[src/rtl/mem_dump_seq.sv]
// Memory dump sequencer: takes the RAM address/write-enable away from the CPU
// and walks word addresses 0..LAST_ADDR on step presses or a periodic timer.
module mem_dump_seq #(
    parameter int unsigned AUTO_DIV  = 100000000,
    parameter logic [7:0]  LAST_ADDR = 8'hFF
) (
    input  logic        clk,
    input  logic        reset,
    input  logic        dump_mem,
    input  logic        step,
    input  logic        auto_en,
    input  logic [15:0] cpu_addr,
    input  logic        cpu_we,
    output logic [15:0] addr_out,
    output logic        we_out,
    output logic        cpu_hold,
    output logic        dump_active,
    output logic        wrapped
);

    localparam int unsigned   TW        = (AUTO_DIV > 1) ? $clog2(AUTO_DIV) : 1;
    localparam logic [TW-1:0] TIMER_MAX = TW'(AUTO_DIV - 1);

    typedef enum logic [1:0] {
        S_IDLE,
        S_ENTER,
        S_DUMP,
        S_EXIT
    } state_e;

    state_e        state_q;
    logic [7:0]    ptr_q;
    logic [TW-1:0] timer_q;
    logic          wrapped_q;
    logic          step_q;
    logic          hold_q;
    logic          active_q;

    logic          step_ev;
    logic          auto_ev;
    logic          advance;
    logic [7:0]    ptr_d;
    logic          wrapped_d;

    // A cycle where dump_mem has dropped is the hand-back cycle, so it never advances.
    always_comb begin
        // NOTE: every always_comb output gets a default first so no path infers a latch.
        ptr_d     = ptr_q;
        wrapped_d = wrapped_q;
        step_ev   = step && !step_q;
        auto_ev   = (state_q == S_DUMP) && auto_en && (timer_q == TIMER_MAX);
        advance   = (state_q == S_DUMP) && dump_mem && (step_ev || auto_ev);
        if (advance) begin
            if (ptr_q == LAST_ADDR) begin
                ptr_d     = 8'h00;
                wrapped_d = 1'b1;
            end else begin
                ptr_d = ptr_q + 8'd1;
            end
        end
    end

    // NOTE: sequential state uses non-blocking assignments so every register samples pre-edge values.
    always_ff @(posedge clk or negedge reset) begin
        if (!reset) begin
            state_q   <= S_IDLE;
            ptr_q     <= 8'h00;
            timer_q   <= '0;
            wrapped_q <= 1'b0;
            step_q    <= 1'b0;
            hold_q    <= 1'b0;
            active_q  <= 1'b0;
        end else begin
            step_q <= step;

            if ((state_q == S_DUMP) && dump_mem && auto_en) begin
                timer_q <= auto_ev ? '0 : timer_q + TW'(1);
            end else begin
                timer_q <= '0;
            end

            case (state_q)
                S_IDLE: begin
                    if (dump_mem) begin
                        state_q   <= S_ENTER;
                        hold_q    <= 1'b1;
                        ptr_q     <= 8'h00;
                        wrapped_q <= 1'b0;
                    end
                end
                S_ENTER: begin
                    state_q   <= S_DUMP;
                    active_q  <= 1'b1;
                    ptr_q     <= 8'h00;
                    wrapped_q <= 1'b0;
                end
                S_DUMP: begin
                    if (!dump_mem) begin
                        state_q  <= S_EXIT;
                        active_q <= 1'b0;
                    end else begin
                        ptr_q     <= ptr_d;
                        wrapped_q <= wrapped_d;
                    end
                end
                S_EXIT: begin
                    state_q <= S_IDLE;
                    hold_q  <= 1'b0;
                end
                default: begin
                    state_q  <= S_IDLE;
                    hold_q   <= 1'b0;
                    active_q <= 1'b0;
                end
            endcase
        end
    end

    // The CPU owns the RAM port only in IDLE; ENTER and EXIT show its address but never its writes.
    always_comb begin
        addr_out = cpu_addr;
        we_out   = 1'b0;
        case (state_q)
            S_IDLE:  we_out   = cpu_we;
            S_DUMP:  addr_out = {8'h00, ptr_q};
            default: ;
        endcase
    end

    assign cpu_hold    = hold_q;
    assign dump_active = active_q;
    assign wrapped     = wrapped_q;

endmodule

[config.mk]
export PLATFORM = sky130hd
export DESIGN_NAME = mem_dump_seq
export DESIGN_NICKNAME = d
export VERILOG_FILES = /design/src/rtl/mem_dump_seq.sv
export SDC_FILE = /design/constraint.sdc
export NUM_CORES = 1
export LEC_CHECK = 0
export CAP_MARGIN = 20
export CORE_MARGIN = 2
export CORE_UTILIZATION = 65
export CTS_BUF_LIST = sky130_fd_sc_hd__clkbuf_8
export DETAILED_ROUTE_END_ITERATION = 16
export DONT_BUFFER_PORTS = 1
export PLACE_DENSITY_LB_ADDON = 0.15
export SLEW_MARGIN = 20
export SYNTH_ARGS = -nofsm -noshare
export SYNTH_HDL_FRONTEND = slang
export SYNTH_SLANG_ARGS = --single-unit
export TNS_END_PERCENT = 1
[constraint.sdc]
create_clock -name clk -period 5 [get_ports clk]
set_clock_uncertainty 0.05 [all_clocks]
set_input_delay 0.5 -clock clk [delete_from_list [all_inputs] [get_ports clk]]
set_output_delay 0.5 -clock clk [all_outputs]
set_load 0.03 [all_outputs]
==> qor.txt <==
Leak = 0.001010 uW
Via count = 1,771
Final Instance Area = 2496 sq um
Power Internal = 604.1 uW
Power Total = 996.4 uW
Largest net degree at the start of global routing = 42
Area after DPL = 2346 sq um
Ys Warns = 0
Initial antenna violation count = 0
Pins Over Slew Limit = 0
Gr ovfl total = 0
Max clock buf depth = 2
Initial core utilization = 0.6842
Wire per inst = 15.00 um
Final #Nets = 275
Vias/cell = 6.044
CTS Root Buffer Type = clkbuf_8
Sequential Power Share = 0.394
Syn_nets = 273
Total die area = 4032 sq um
Total GRT Usage = 0.2404
Comb pwr share = 0.327
Tcrit/Tclk final = 0.5535
Cell area after synthesis = 2301 sq um
Worst-Margin Slew = 0.9079 ns
Worst hold slack = 0.1795 ns
CTS Buf Count = 5
# port buffers = 0
Die width = 63.50 um
Hold Buf Count CTS = 2
Netlist cell types = 38
Final critical-path required period = 2.767 ns
Final setup fails = 0
Critical Path Fanout Max = 35
# DRC = 0
Site row count = 21
Drt first pass iters = 4
Synthesis-to-finish area growth = 8.483%
Post-synth top flop = dfrtp_1
Max VDD drop = 0.0003145 V
Resized Gates After CTS = 0
Switching part of the total = 0.3937
Synth top area cells = dfrtp_1, xor2_1, nor2_1, nand3_1, ha_1
Yosys top cell area share = 0.4459
Synth Register Bits = 41
Clk_lat worst skew = 0.30 ns
Fin Setup TNS = 0 ns
CP Data Arrival Time = 2.93 ns
Antenna Violating Nets Remaining = 0
Startpoint Class = flip-flop
P_sw = 392.3 uW
Number of global-route vias before repair = 1,701
Final HPWL DP = 2.911 mm
Status = finished, final reports clean
CP Class = reg2reg
Most frequent cell after synthesis = dfrtp_1
Post-Syn Area per Cell = 9.430 sq um
Slew margin rel. = 0.3883
Yosys top cell by area = dfrtp_1
Power per cell area = 399.2 nW/um^2
CTS tree = built
Async SR Flop Fraction = 1.000
Finished Layout Cells = 293
CTS sink count = 41
Drt first-iter violations = 170
Clock-pin slew on the worst setup and hold paths = 0.08 ns
Worst hold path class = in2reg
First-pass GRT wire length = 7.541 mm
Worst path required time = 5.16 ns
Share of layout cells above drive strength 1 = 0.1012
Die Y = 63.50 um
Clk pwr share = 0.279
Placed cells = 283
# IOs = 42
Fmax = 0.3614 GHz
Unrepaired setup endpoints after global routing = false
Synth top cells by count = dfrtp_1, nor2_1, nand3_1, nand2_1, xor2_1
H-Tree Depth = 2
R2R setup slack = 2.23 ns
Critical Path Sink Type = flip-flop
Post-synth EDFFs = 0
Post-CTS Setup Bufs = 0
Total wire length = 4.396 mm
Max_cap viols = 0
GPL Wtd Cong = 0.7747
Sequential fraction of the synthesis area = 0.4459
Core area = 3363 sq um
Post-Syn Instances = 244
Fin. Hold Viols = 0
FILL cells = 248
Antenna diodes = 0
==> power groups by stage <==
stage	sequential (uW)	combinational [uW]	clock (uW)
final	393	326	278
after global routing	395	356	295
after CTS	393	326	282
after detailed placement	400	313	0
after global placement	397	307	0
after floorplan	393	277	0
==> state kept, by name, summed over array words and instances, names as in the netlist <==
register     cells
ptr_q            8
timer_q         27
state_q          2
wrapped          1
dump_active      1
cpu_hold         1
step_q           1
==> per-layer routing <==
layer	GRT usage	up-vias	wire, um
met2	0.3776	63	2070
met5	0	-	0
li1	-	860	-
met4	0.09783	0	61
met1	0.3187	840	1991
met3	0.06071	8	272
==> worst max-delay path, stage by stage, from the launching register on <==
cell      delay [ns]
dfrtp_1         0.42
inv_1           0.14
ha_1            0.16
buf_4           0.32
nand4_1         0.15
nor4_1          0.38
a31oi_2         0.36
or4_1           0.59
o211ai_1        0.11
==> layout by cell type, fill, tap and decap left out, types with 4 or more instances in the layout <==
master	count
and3_1	5
clkbuf_8	6
dfrtp_1	41
ha_1	7
inv_1	8
mux2_2	6
nand2_1	19
nand3_1	22
nand4_1	10
nor2_1	35
nor2b_1	11
nor4_1	4
o21ai_0	7
or4_1	4
xnor2_1	8
xor2_1	17
==> final cells by class <==
| type | count | area, sq um | area share |
|---|---|---|---|
| multi-input combinational | 186 | 1214 | 0.4862 |
| sequential | 41 | 1026 | 0.4110 |
| clock buffer | 6 | 82.58 | 0.03308 |
| tap | 46 | 57.56 | 0.02306 |
| timing repair buffer | 4 | 48.80 | 0.01955 |
| clock inverter | 2 | 37.54 | 0.01504 |
| inverter | 8 | 30.03 | 0.01203 |
==> metrics by stage <==
step,worst slack [ns],util
after floorplan,2.743,-
after global placement,2.374,0.6923
after detailed placement,2.252,0.6975
after CTS,2.215,0.7422
after global routing,2.053,0.7422
final,2.233,0.7422
==> kinds of logic after synthesis <==
kind of cell,Yosys count,synth area share
fa+ha+maj,7,0.03806
buf+inv,17,0.02936
xor+xnor,25,0.09516
compound gates,23,0.07178
flops,41,0.4459
mux,7,0.03371
simple gates,124,0.2860
==> final timing paths <==
path / startpoint / end / depth (start not counted)
worst max-delay path: state_q[0]$_DFFE_PN0P_ / ptr_q[6]$_DFFE_PN0P_ / 8
worst min-delay path: step / step_q$_DFF_PN0_ / 0
worst max register to register: state_q[0]$_DFFE_PN0P_ / ptr_q[6]$_DFFE_PN0P_ / 8
worst min register to register: timer_q[0]$_DFF_PN0_ / timer_q[0]$_DFF_PN0_ / 1
max in group asynchronous: reset / timer_q[10]$_DFF_PN0_ / 2
min in group asynchronous: reset / timer_q[21]$_DFF_PN0_ / 2
No activity file was read; power rests on OpenSTA's default activity.
